[src/rtl/tetris_pkg.sv]
// Shared tetromino definitions: piece codes, colour templates, shape ROM.
// Defaults for window/board geometry used by the cell scanner.
package tetris_pkg;

  localparam int WIN_D     = 4;
  localparam int COORD_D   = 5;
  localparam int BOARD_W_D = 10;
  localparam int BOARD_H_D = 20;
  localparam int CELLS_D   = 4;
  localparam int ROW_W     = $clog2(WIN_D);

  typedef enum logic [2:0] {
    P_O   = 3'd0,
    P_I   = 3'd1,
    P_Z   = 3'd2,
    P_S   = 3'd3,
    P_T   = 3'd4,
    P_J   = 3'd5,
    P_L   = 3'd6,
    P_INV = 3'd7
  } piece_t;

  localparam logic [1:0] TPL_0 = 2'b00;
  localparam logic [1:0] TPL_1 = 2'b01;
  localparam logic [1:0] TPL_2 = 2'b10;

  // 4 rotations per piece; nibble r is window row r, bit c is col c.
  localparam logic [15:0] SHAPE_ROM [0:27] = '{
    16'h6600, 16'h6600, 16'h6600, 16'h6600,
    16'h0F00, 16'h2222, 16'h0F00, 16'h2222,
    16'h6300, 16'h2640, 16'h6300, 16'h2640,
    16'h3600, 16'h4620, 16'h3600, 16'h4620,
    16'h2700, 16'h2320, 16'h7200, 16'h2620,
    16'h4700, 16'h3220, 16'h7100, 16'h2260,
    16'h1700, 16'h2230, 16'h7400, 16'h6220
  };

  localparam logic [4:0] START [0:7] = '{
    5'd0, 5'd4, 5'd8, 5'd12, 5'd16, 5'd20, 5'd24, 5'd0
  };

  // Rotation bits honoured per piece.
  localparam logic [1:0] ROT_MASK [0:7] = '{
    2'b00, 2'b01, 2'b01, 2'b01, 2'b11, 2'b11, 2'b11, 2'b00
  };

  function automatic logic [1:0] tpl(piece_t p);
    logic [1:0] t;
    unique case (p)
      P_Z, P_L: t = TPL_1;
      P_S, P_J: t = TPL_2;
      default:  t = TPL_0;
    endcase
    return t;
  endfunction

endpackage

[src/rtl/tetromino_row_rom.sv]
// Registered (piece, rotation, row) -> WIN-bit window row, 1-cycle latency.
// Ports: clk, rst, piece, rot, row in; bits out (hit with SCANNER_ROW_SKIP_EN).
module tetromino_row_rom
  import tetris_pkg::*;
(
  input  logic             clk,
  input  logic             rst,
  input  piece_t           piece,
  input  logic [1:0]       rot,
  input  logic [ROW_W-1:0] row,
  output logic [WIN_D-1:0] bits
`ifdef SCANNER_ROW_SKIP_EN
  ,
  output logic             hit
`endif
);

  logic [4:0]       idx;
  logic [15:0]      shape;
  logic [WIN_D-1:0] data;

  always_comb begin
    idx   = START[piece] + {3'b000, rot & ROT_MASK[piece]};
    shape = (piece == P_INV) ? '0 : SHAPE_ROM[idx];
    data  = shape[row*WIN_D +: WIN_D];
  end

`ifdef SCANNER_ROW_SKIP_EN
  // Unregistered occupancy of the row being fetched this cycle.
  assign hit = |data;
`endif

  always_ff @(posedge clk or posedge rst) begin
    if (rst) bits <= '0;
    else     bits <= data;
  end

endmodule

[src/rtl/tetromino_cell_scanner.sv]
// Walks a tetromino's window and streams occupied cells as board coords.
// Ports: req_* in, cell_* out (valid/ready), done/err pulses; SCANNER_ROW_SKIP_EN.
module tetromino_cell_scanner
  import tetris_pkg::*;
#(
  parameter int WIN     = WIN_D,
  parameter int COORD_W = COORD_D,
  parameter int BOARD_W = BOARD_W_D,
  parameter int BOARD_H = BOARD_H_D,
  parameter int CELLS   = CELLS_D
)(
  input  logic               clk,
  input  logic               rst,
  input  logic               req_valid,
  output logic               req_ready,
  input  logic [4:0]         req_id,
  input  logic [COORD_W-1:0] req_x,
  input  logic [COORD_W-1:0] req_y,
  output logic               cell_valid,
  input  logic               cell_ready,
  output logic [COORD_W-1:0] cell_x,
  output logic [COORD_W-1:0] cell_y,
  output logic [1:0]         cell_template,
  output logic               cell_oob,
  output logic               cell_last,
  output logic               done,
  output logic               err
);

  localparam int RW = $clog2(WIN);
  localparam int SW = COORD_W + 1;
  localparam int NW = $clog2(CELLS) + 1;

  typedef enum logic [2:0] {
    IDLE, FETCH, SCAN, EMIT, DONE
  } state_t;

  state_t             state, state_n;
  piece_t             piece;
  logic [1:0]         rot;
  logic [COORD_W-1:0] ox, oy;
  logic [RW-1:0]      row, row_n;
  logic [RW-1:0]      col, col_n;
  logic [NW-1:0]      cnt, cnt_n;
  logic               err_q;
  logic               accept, load, step;
  logic [WIN-1:0]     bits;
  logic [SW-1:0]      sx, sy;
`ifdef SCANNER_ROW_SKIP_EN
  logic               hit;
`endif

  tetromino_row_rom u_rom (
    .clk   (clk),
    .rst   (rst),
    .piece (piece),
    .rot   (rot),
    .row   (row),
    .bits  (bits)
`ifdef SCANNER_ROW_SKIP_EN
    ,
    .hit   (hit)
`endif
  );

  assign sx = {1'b0, ox} + SW'(col);
  assign sy = {1'b0, oy} + SW'(row);

  assign req_ready  = (state == IDLE);
  assign cell_valid = (state == EMIT);
  assign done       = (state == DONE);
  assign err        = done & err_q;

  always_comb begin
    state_n = state;
    row_n   = row;
    col_n   = col;
    cnt_n   = cnt;
    accept  = 1'b0;
    load    = 1'b0;
    step    = 1'b0;
    unique case (state)
      IDLE: begin
        if (req_valid) begin
          accept  = 1'b1;
          row_n   = '0;
          col_n   = '0;
          cnt_n   = '0;
          state_n = (req_id[4:2] == P_INV) ? DONE : FETCH;
        end
      end
      FETCH: begin
        col_n   = '0;
        state_n = SCAN;
`ifdef SCANNER_ROW_SKIP_EN
        if (!hit) begin
          if (row == RW'(WIN-1)) begin
            state_n = DONE;
          end else begin
            row_n   = row + 1'b1;
            state_n = FETCH;
          end
        end
`endif
      end
      SCAN: begin
        if (bits[col]) begin
          load    = 1'b1;
          state_n = EMIT;
        end else begin
          step = 1'b1;
        end
      end
      EMIT: begin
        if (cell_ready) begin
          cnt_n = cnt + 1'b1;
          step  = 1'b1;
        end
      end
      DONE:    state_n = IDLE;
      default: state_n = IDLE;
    endcase
    // Shared column/row advance for an empty column or a taken cell.
    if (step) begin
      if (col == RW'(WIN-1)) begin
        col_n = '0;
        if (row == RW'(WIN-1)) begin
          state_n = DONE;
        end else begin
          row_n   = row + 1'b1;
          state_n = FETCH;
        end
      end else begin
        col_n   = col + 1'b1;
        state_n = SCAN;
      end
    end
  end

  always_ff @(posedge clk or posedge rst) begin
    if (rst) state <= IDLE;
    else     state <= state_n;
  end

  always_ff @(posedge clk or posedge rst) begin
    if (rst) begin
      row           <= '0;
      col           <= '0;
      cnt           <= '0;
      piece         <= P_O;
      rot           <= '0;
      ox            <= '0;
      oy            <= '0;
      err_q         <= 1'b0;
      cell_x        <= '0;
      cell_y        <= '0;
      cell_template <= '0;
      cell_oob      <= 1'b0;
      cell_last     <= 1'b0;
    end else begin
      row <= row_n;
      col <= col_n;
      cnt <= cnt_n;
      if (accept) begin
        piece <= piece_t'(req_id[4:2]);
        rot   <= req_id[1:0];
        ox    <= req_x;
        oy    <= req_y;
        err_q <= (req_id[4:2] == P_INV);
      end
      if (load) begin
        cell_x        <= sx[COORD_W-1:0];
        cell_y        <= sy[COORD_W-1:0];
        cell_template <= tpl(piece);
        cell_oob      <= (sx >= SW'(BOARD_W)) ||
                         (sy >= SW'(BOARD_H));
        cell_last     <= (cnt == NW'(CELLS-1));
      end
    end
  end

endmodule

[config.mk]
export PLATFORM = sky130hd
export DESIGN_NAME = tetromino_cell_scanner
export DESIGN_NICKNAME = d
export VERILOG_FILES = /design/src/rtl/tetris_pkg.sv /design/src/rtl/tetromino_row_rom.sv /design/src/rtl/tetromino_cell_scanner.sv
export SDC_FILE = /design/constraint.sdc
export NUM_CORES = 1
export LEC_CHECK = 0
export ABC_AREA = 1
export CAP_MARGIN = 0
export CORE_ASPECT_RATIO = 0.75
export CORE_MARGIN = 2
export CORE_UTILIZATION = 35
export DETAILED_ROUTE_END_ITERATION = 10
export PLACE_DENSITY = 0.67
export SYNTH_ARGS = -nofsm -noshare
export SYNTH_HDL_FRONTEND = slang
export SYNTH_SLANG_ARGS = --single-unit
[constraint.sdc]
create_clock -name clk -period 7.1 [get_ports clk]
set_input_delay 1.42 -clock clk [delete_from_list [all_inputs] [get_ports clk]]
set_output_delay 1.42 -clock clk [all_outputs]
set_load 0.1 [all_outputs]
==> results of run 1 <==
registers in the layout, indices dropped and copies added (netlist names), 3 cells and up:
signal	count
cell_x	5
cell_y	5
ox	5
oy	5
u_rom.bits	4
cnt	3
piece	3
state	3
worst min path at each step:
stage / start / cells after the start / endpoint / slack [ns]
2_1_floorplan: ox[0]$_DFFE_PP0P_ / 2 / ox[0]$_DFFE_PP0P_ / 0.46
3_3_place_gp: cell_y[4]$_DFFE_PP0P_ / 2 / cell_y[4]$_DFFE_PP0P_ / 0.46
4_1_cts: cell_y[0]$_DFFE_PP0P_ / 2 / cell_y[0]$_DFFE_PP0P_ / 0.49
6_report: cell_last$_DFFE_PP0P_ / 2 / cell_last$_DFFE_PP0P_ / 0.48
3_5_place_dp: cell_y[0]$_DFFE_PP0P_ / 2 / cell_y[0]$_DFFE_PP0P_ / 0.47
5_1_grt: cell_y[3]$_DFFE_PP0P_ / 1 / cell_y[3]$_DFFE_PP0P_ / 0.52
critical path, delay by kind of cell, from the launching register on:
family	cells	cell delay, ns
buffers and inverters	1	1.18
DFF	1	0.48
and+or+nand+nor	1	0.29
power groups by stage:
stage | sequential (mW) | clock (mW) | combinational [mW]
detailed placement | 0.452 | 0 | 0.916
finish | 0.448 | 0.192 | 0.918
global placement | 0.447 | 0 | 0.905
global route | 0.464 | 0.210 | 1.02
floorplan | 0.654 | 0 | 0.502
CTS | 0.448 | 0.196 | 0.921
kinds of logic after synthesis:
family                     synth area share
AOI/OAI and AO/OA                    0.0690
adders and majority gates             0.109
and+or+nand+nor                       0.314
buffers and inverters                0.0850
DFF                                   0.413
xor gates and xnor gates            0.00986
placed cells by master, fill, tap and decap left out, types with 2 or more instances in the layout:
| cell | netlist | routed |
|---|---|---|
| nand2_2 | 4 | 4 |
| clkbuf_8 | 0 | 5 |
| a21oi_1 | 5 | 5 |
| nor3_1 | 4 | 4 |
| inv_2 | 11 | 11 |
| xor2_1 | 3 | 3 |
| nand4_1 | 2 | 2 |
| nor2_1 | 16 | 16 |
| nand3b_1 | 2 | 2 |
| nand3_1 | 34 | 34 |
| ha_1 | 20 | 20 |
| dfrtp_1 | 44 | 44 |
| o21a_1 | 2 | 2 |
| or2_1 | 2 | 2 |
| o21ai_1 | 13 | 13 |
| nand2_1 | 122 | 122 |
| o21ai_0 | 14 | 14 |
| inv_1 | 40 | 39 |
| fa_1 | 2 | 2 |
| clkdlybuf4s50_1 | 0 | 36 |
cell type report:
cell class,instances,area (um^2)
Tap cell,101,126
Multi-Input combinational cell,253,1340
Sequential cell,44,1100
Fill cell,788,4130
Clock inverter,2,35.0
Inverter,51,191
Timing Repair Buffer,37,368
Clock buffer,6,72.6
metrics by stage:
stage / instances / worst slack (ns) / total power, mW / cell area, um^2
6_report: 494 / 3.44 / 1.56 / 3230
2_1_floorplan: 355 / 2.30 / 1.16 / 2670
4_1_cts: 494 / 3.43 / 1.56 / 3230
3_3_place_gp: 486 / 3.74 / 1.35 / 3120
3_5_place_dp: 486 / 3.79 / 1.37 / 3120
5_1_grt: 494 / 3.33 / 1.69 / 3230
layer usage:
| layer | track usage | vias to the layer above | part of all wire | wire length [um] |
|---|---|---|---|---|
| met3 | 0.0482 | 5 | 0.050 | 303 |
| met5 | 0 | - | 0 | 0 |
| met2 | 0.241 | 63 | 0.42 | 2520 |
| li1 | - | 1191 | - | - |
| met4 | 0.0320 | 0 | 0.0070 | 42 |
| met1 | 0.220 | 1051 | 0.52 | 3140 |
==> metrics.md, run 1 <==
| Metric | Value |
|---|---|
| Reg2reg start | piece[1]$_DFFE_PP0P_ |
| Number of buffers created by CTS | 5 |
| Clock sink total | 44 |
| Critical Path AT | 2.24 ns |
| Post-synth ARST share | 1.00 |
| Logic pwr share | 0.589 |
| H-tree levels | 2 |
| Initial Util | 0.362 |
| Worst rel slew slack | 0.273 |
| #FFs+latches synth | 44 |
| CTS max path bufs | 2 |
| DIE AREA | 8340 um^2 |
| Worst slew pin tran | 1.08 ns |
| CTS tree | yes |
| Vias in the first global route | 2236 |
| Mapped cell area | 2670 um^2 |
| Cells after synthesis | 355 |
| Hold crit path type | reg2reg |
| Antenna cell count | 0 |
| GRT Total Usage | 0.157 |
| DRT antenna net count | 0 |
| Final wirelength | 6.01 mm |
| Die height | 79.6 um |
| Clock power frac | 0.123 |
| Setup bufs post-CTS | 0 |
| R2R Setup Slk | 4.10 ns |
| GR Overflow Total | 0 |
| Reg2reg end | u_rom.bits[2]$_DFF_PP0_ |
| Synth top area cells | dfrtp_1 (41%), nand2_1 (17%), ha_1 (9.4%), nand3_1 (6.4%), inv_1 (5.6%) |
| Top-area cell type share of the netlist area | 0.413 |
| Minimum clock period | 3.66 ns |
| EDFF count, synth | 0 |
| CP Cell Sequence | nor4_1 -> clkdlybuf4s50_1 |
| NetSw | 842 uW |
| Routed len/inst | 12.2 um |
| Hold Fails Final Rpt | 0 |
| Starting DRC count in detailed routing | 154 |
| Crit-path max cell delay | 1.18 ns |
| Hold_buf cts | 0 |
| Layout cells sized above 1 | 0.0738 |
| Maxcap violations | 0 |
| P&R area growth vs syn | 21.3% |
| Drt first pass iters | 4 |
| CP max-delay cell | clkdlybuf4s50_1 |
| CTS Root Cell | clkbuf_8 |
| Switching Share | 0.541 |
| Clk slew on worst S/H paths | 0.08 ns |
| First-pass GRT wire length | 10.4 mm |
| Period utilization | 0.516 |
| Largest net degree at the start of global routing | 45 |
| # resized after CTS | 0 |
| Final Setup Violations | 0 |
| Synth cell count leaders | nand2_1 (122), dfrtp_1 (44), inv_1 (40) |
| Mapped Nets | 396 |
| Final setup skew | 0.0141 ns |
| Fin. max-slew vios | 0 |
| Proportion of synthesized chip area in sequential cells | 0.413 |
| Pint | 716 uW |
| Num ports | 37 |
| Via count | 2310 |
| GPL Wtd Cong | 0.887 |
| P_leak | 1.65 nW |
| Fin nets | 433 |
| Share of power burned in registers | 0.287 |
| Worst-Skew Late Latency | 0.31 ns |
| Maximum VDD drop | 0.297 mV |
| Synthesized area per cell | 7.51 um^2 |
| Total Neg Setup Slack | 0 ns |
| Port-buffer cells | 36 |
| Crit path max fanout | 7 |
| Fmax | 0.273 GHz |
| Count of different cell masters after synthesis | 27 |
| CP Capture Type | output pin |
| FF-to-FF path depth | 13 |
| DRC | 0 |
| Initial antenna violation count | 0 |
| Yosys top cell by area | dfrtp_1 |
| Hpwl dp | 4.48 mm |
| Worst Path Required | 5.68 ns |
| Vias per Instance | 4.68 |
| Final Util | 0.439 |
| Kind of critical path | reg2out |
| Status | complete, no violations |
| Worst Setup SP | state[1]$_DFFE_PP0P_ |
| Rows | 27 |
| Top-count cell post-synth | nand2_1 |
| P per Cell Area | 482 nW/um^2 |
| Synth Warn # | 0 |
| CP endpoint | err |
| Die width | 105 um |
| Worst setup SP type | register |
| Hold WS | 0.484 ns |
| RSZ-0062 raised after global routing | false |
| Synth Flop Type | dfrtp_1 |
| CORE AREA | 7360 um^2 |
Note: power is estimated with default switching activity, not from simulation.
==> inputs of run 2 (changes only) <==
- PLACE_DENSITY: 0.67 -> 0.69
- clock period: 7.1 -> 3.05 ns (I/O delays scaled with it)
==> metrics.md, run 2 (synthesis gave the netlist of run 1 again) <==
| Metric | Value |
|---|---|
| Fin. max-slew vios | 0 (unchanged) |
| CTS tree | yes |
| RSZ-0062 raised after global routing | false |
| Critical Path AT | 2.38 ns (+0.14 ns) |
| Maxcap violations | 0 (unchanged) |
| Worst hold start | cell_y[0]$_DFFE_PP0P_ |
| Layout cells sized above 1 | 0.127 (+0.0534) |
| Vias in the first global route | 2114 (-5.5%) |
| P_leak | 1.69 nW (+2.2%) |
| Post-Place Cells | 488 (+0.41%) |
| GPL Wtd Cong | 0.962 (+8.5%) |
| Maximum VDD drop | 0.490 mV (+65%) |
| Period utilization | 0.704 |
| Final cell count without fillers | 494 (unchanged) |
| Clock sink total | 44 (unchanged) |
| First-pass GRT wire length | 10.2 mm (-2.2%) |
| Fmax | 0.466 GHz |
| R2R Setup Slk | 0.90 ns (-3.20 ns) |
| Commonest non-fill, non-tap cells in the layout | nand2_1 (122), dfrtp_1 (44), inv_1 (40) |
| Via count | 2331 (+0.91%) |
| Final setup skew | 0.00855 ns (-0.00557 ns) |
| Crit path max fanout | 9 (+2) |
| Reg2reg end | u_rom.bits[2]$_DFF_PP0_ |
| Setup bufs post-CTS | 0 (unchanged) |
| CORE AREA | 7360 um^2 (unchanged) |
| Die width | 105 um (unchanged) |
| CTS Root Cell | clkbuf_8 |
| Hold_buf cts | 0 (unchanged) |
| Drt first pass iters | 4 (unchanged) |
| Minimum clock period | 2.15 ns |
| Clk slew on worst S/H paths | 0.08 ns (about the same) |
| Rows | 27 (unchanged) |
| Largest net degree at the start of global routing | 45 (unchanged) |
| Total Neg Setup Slack | 0 ns (unchanged) |
| Kind of critical path | reg2reg |
| Worst-Skew Late Latency | 0.29 ns (-0.02 ns) |
| Worst Setup SP | piece[0]$_DFFE_PP0P_ |
| Hpwl dp | 4.52 mm (+0.86%) |
| P per Cell Area | 1120 nW/um^2 (+130%) |
| Number of buffers created by CTS | 5 (unchanged) |
| GR Overflow Total | 0 (unchanged) |
| Final Setup Violations | 0 (unchanged) |
| Status | complete, no violations |
| H-tree levels | 2 (unchanged) |
| P&R area growth vs syn | 20.2% |
| FF-to-FF path depth | 14 (+1) |
| Final wirelength | 5.94 mm (-1.2%) |
| Initial Util | 0.362 (unchanged) |
| CP Cell Sequence | nand2_1 -> nand2_2 -> inv_1 -> o21ai_0 -> buf_4 -> inv_1 -> ha_1 -> inv_1 -> nand3_1 -> nand2_1 -> nand2_1 -> nand3_1 -> nand3_1 -> nand2_1 |
| Hold Fails Final Rpt | 0 (unchanged) |
| Die height | 79.6 um (unchanged) |
| Worst Hold End | cell_y[0]$_DFFE_PP0P_ |
| DRT antenna net count | 0 (unchanged) |
| Worst Path Required | 3.28 ns (-2.40 ns) |
| Fin nets | 435 (+0.46%) |
| CTS max path bufs | 2 (unchanged) |
| Antenna cell count | 0 (unchanged) |
| Port-buffer cells | 36 (unchanged) |
| CP Capture Type | register |
| DRC | 0 (unchanged) |
| Worst Hold Path Cells | 2 (unchanged) |
| Reg2reg start | piece[0]$_DFFE_PP0P_ |
| Crit-path max cell delay | 0.54 ns (-0.64 ns) |
| Starting DRC count in detailed routing | 202 (+31%) |
| GRT Total Usage | 0.151 (-0.00590) |
| Worst setup SP type | register |
| Initial antenna violation count | 0 (unchanged) |
| Num ports | 37 (unchanged) |
| Vias per Instance | 4.72 (+0.91%) |
| DIE AREA | 8340 um^2 (unchanged) |
| # resized after CTS | 0 (unchanged) |
| Commonest non-fill, non-tap cell in the layout | nand2_1 |
| Routed len/inst | 12.0 um (-1.2%) |
| Worst rel slew slack | 0.623 (+0.350) |
| CP max-delay cell | dfrtp_1 |
| CP most frequent cell | nand2_1 |
| Worst slew pin tran | 0.565 ns (-0.514 ns) |
| Hold crit path type | reg2reg |
[run 2: changes by cell type in the layout (fill, tap and decap cells not counted), sizes merged]
cell / before / now
inv: 50 / 51
clkinv: 2 / 0
clkdlybuf4s50: 36 / 18
clkbuf: 6 / 5
buf: 1 / 21
[run 2: through the flow]
stage / hold slack [ns] / instance area, um^2 / setup slack [ns] / power, mW / utilization
6_report: 0.485 / 3200 / 0.904 / 3.59 / 0.435
5_1_grt: 0.517 / 3200 / 0.714 / 3.90 / 0.435
4_1_cts: 0.489 / 3200 / 0.936 / 3.60 / 0.435
3_5_place_dp: 0.469 / 3110 / 0.847 / 3.17 / 0.422
3_3_place_gp: 0.464 / 3110 / 0.871 / 3.17 / 0.422
2_1_floorplan: 0.455 / 2680 / 0.226 / 2.70 / -
[run 2: how the worst max path moves through the flow]
stage	endpoint	slack [ns]	cells after the start
final	u_rom.bits[2]$_DFF_PP0_	0.90	14
after global routing	u_rom.bits[2]$_DFF_PP0_	0.71	14
after CTS	u_rom.bits[2]$_DFF_PP0_	0.94	14
after detailed placement	piece[1]$_DFFE_PP0P_	0.85	5
after global placement	piece[2]$_DFFE_PP0P_	0.87	4
after floorplan	err	0.23	1
[run 2: critical path, delay by kind of cell, from the launching register on]
family	cells	cell delay [ns]
simple gates	8	0.71
flops	1	0.54
buf+inv	4	0.45
fa+ha+maj	1	0.22
compound gates	1	0.17
[run 2: final cells by class]
cell class	instances	area [um^2]
flip-flops and latches	44	1100
repair buffers	39	338
well taps	101	126
multi-input cells	253	1350
clock inverters	1	30.0
inverters	51	191
clock buffers	5	68.8
fillers	735	4160
[run 2: report_power, final]
part	total (mW)	switching, mW	internal, mW
Clock	0.416	0.181	0.235
Combinational	2.13	1.54	0.590
Sequential	1.04	0.225	0.816
Total	3.59	1.95	1.64
[run 2: per-layer routing]
| layer | share of wire | GRT usage | wire length, um |
|---|---|---|---|
| met5 | 0 | 0 | 0 |
| met4 | 0.0096 | 0.0400 | 57 |
| met3 | 0.071 | 0.0310 | 420 |
| met2 | 0.42 | 0.229 | 2480 |
| met1 | 0.50 | 0.221 | 2980 |
==> variant: new RTL, settings of run 1 <==
Set the package constant `COORD_D` to 10 (it was 5).
--- a/src/rtl/tetris_pkg.sv
+++ b/src/rtl/tetris_pkg.sv
@@ -3,7 +3,7 @@
 package tetris_pkg;
 
   localparam int WIN_D     = 4;
-  localparam int COORD_D   = 5;
+  localparam int COORD_D   = 10;
   localparam int BOARD_W_D = 10;
   localparam int BOARD_H_D = 20;
   localparam int CELLS_D   = 4;
Ports: changed (resized cell_x, cell_y, req_x and req_y); port bits go from 37 to 57. No check against the original RTL was run, so the function may have changed too.
==> variant against run 1 <==
Combinational power grew 46%. Setup slack worse by 160 ps. Cell count increased by 39%. Synthesized area rose by 39%. Sequential cell count up 20. Total power is 59% higher. Routed wire length increased by 50%. Design area rose by 46%.
==> variant: results (changes against run 1) <==
Yosys
  • Async S/R FF share, synth: 1.00 (unchanged)
  • Net Count, Synth: 541 (was 396)
  • Mean Syn Cell Area: 7.56 um2 (was 7.51 um2)
  • Commonest cells in the netlist: nand2_1 (171), dfrtp_1 (64), inv_1 (58) (was nand2_1 (122), dfrtp_1 (44), inv_1 (40))
  • Sequential area share after synthesis: 0.432 (was 0.413)
  • Cell variety after synth: 41 (was 27)
  • Synth area leaders: dfrtp_1 (43%), nand2_1 (17%), ha_1 (6.4%) (was dfrtp_1 (41%), nand2_1 (17%), ha_1 (9.4%))

Global route
  • GRT Util Overall: 0.167 (was 0.157)
  • Vias in the first global route: 3110 (was 2236)
  • Largest net degree at the start of global routing: 65 (was 45)
  • First-pass GRT wire length: 15.0 mm (was 10.4 mm)

Outcome
  • Outcome: finished, final reports clean (unchanged)

Setup path
  • R2R Setup Slk: 4710 ps (was 4100 ps)
  • Critical Path AT: 2400 ps (was 2240 ps)
  • Worst-path maximum fanout: 3 (was 7)

Detailed routing
  • Initial DRC Count: 161 (was 154)
  • Routed len/inst: 13.1 um (was 12.2 um)
  • Drt total wl: 9.04 mm (was 6.01 mm)

Cells and area
  • Fillers: 980 (was 788)
  • Share of cells above drive strength 1: 0.0725 (was 0.0738)
  • # nets final: 597 (was 433)
  • Area growth, synth to finish: 26.9% (was 21.3%)

Clocking
  • CTS Root Cell: clkbuf_16 (was clkbuf_8)
  • Clock slew at reported path FFs: 60 ps (was 80 ps)
  • # H-tree levels: 3 (was 2)
  • CTS-repair resized insts: 0 (unchanged)
  • Clock Latency Late Sink: 330 ps (was 310 ps)

Place
  • HPWL Detailed: 6.55 mm (was 4.48 mm)
  • Cell count after placement: 672 (was 486)
  • Gp weighted congestion: 0.890 (was 0.887)
  • Placed inst area: 4380 um2 (was 3120 um2)
  • I/O Buffers: 56 (was 36)

Power and ir drop
  • P_leak: 0.00234 uW (was 0.00165 uW)
  • Peak supply drop: 0.160 mV (was 0.297 mV)

STA
  • Least-Margin Pin Slew: 981 ps (was 1080 ps)
  • Worst Skew: 6.33 ps (was 14.1 ps)

Hold path
  • Hold crit path type: register to register (unchanged)
## variant: cell count changes after synthesis, sizes merged, moves of 4 or more
cell and delta:
o21ai +24, nor2 +18, clkbuf +4, inv +13
nand2 +49, dfrtp +20
## variant: cell families (layout without fill, tap and decap cells)
logic type               after synthesis  after routing  share of synthesized area
AND/OR/NAND/NOR                      261            261                      0.305
buffers and inverters                 76            137                     0.0820
AO/OA/AOI/OAI                         67             67                      0.102
flip-flops                            64             64                      0.432
adder cells (fa/ha/maj)               21             21                     0.0749
XOR/XNOR                               2              2                    0.00472
## variant: path summary, 6_finish.rpt
check	start	endpoint	depth (start not counted)
max in group asynchronous	rst	u_rom.bits[3]$_DFF_PP0_	3
worst max-delay path	state[2]$_DFFE_PP0P_	err	4
min in group asynchronous	rst	cell_last$_DFFE_PP0P_	3
worst min-delay path	cell_x[2]$_DFFE_PP0P_	cell_x[2]$_DFFE_PP0P_	2
worst max register to register	state[2]$_DFFE_PP0P_	cell_oob$_DFFE_PP0P_	8
worst min register to register	cell_x[2]$_DFFE_PP0P_	cell_x[2]$_DFFE_PP0P_	2
## variant: critical path: stages (launching register included)
cell             delay, ps
dfrtp_1                490
inv_1                   90
nor3_1                 200
and2_1                 160
clkdlybuf4s50_1       1120
## variant: area by class of cell
class / instances / area share
Clock inverter: 5 / 0.0170
Timing Repair Buffer: 57 / 0.121
Tap cell: 136 / 0.0362
Multi-Input combinational cell: 351 / 0.383
Clock buffer: 11 / 0.0516
Inverter: 64 / 0.0510
Sequential cell: 64 / 0.340
## variant: metrics by stage
stage	hold slack (ps)	worst slack, ps
after global routing	509	3170
after floorplan	446	2080
after CTS	482	3250
final	477	3280
after detailed placement	467	3610
after global placement	462	3600
## variant: power breakdown
group	switching (uW)	internal (uW)	leakage, uW	total [uW]
Sequential	140	519	0.000809	659
Clock	161	316	0.000152	477
Combinational	972	372	0.00138	1340
Total	1270	1210	0.00234	2480
## variant: per-layer routing
metal,share of wire,track usage,vias to the layer above
li1,-,-,1663
met1,0.51,0.244,1499
met2,0.43,0.250,82
met3,0.051,0.0378,7
met4,0.0096,0.0402,0
met5,0,0,-
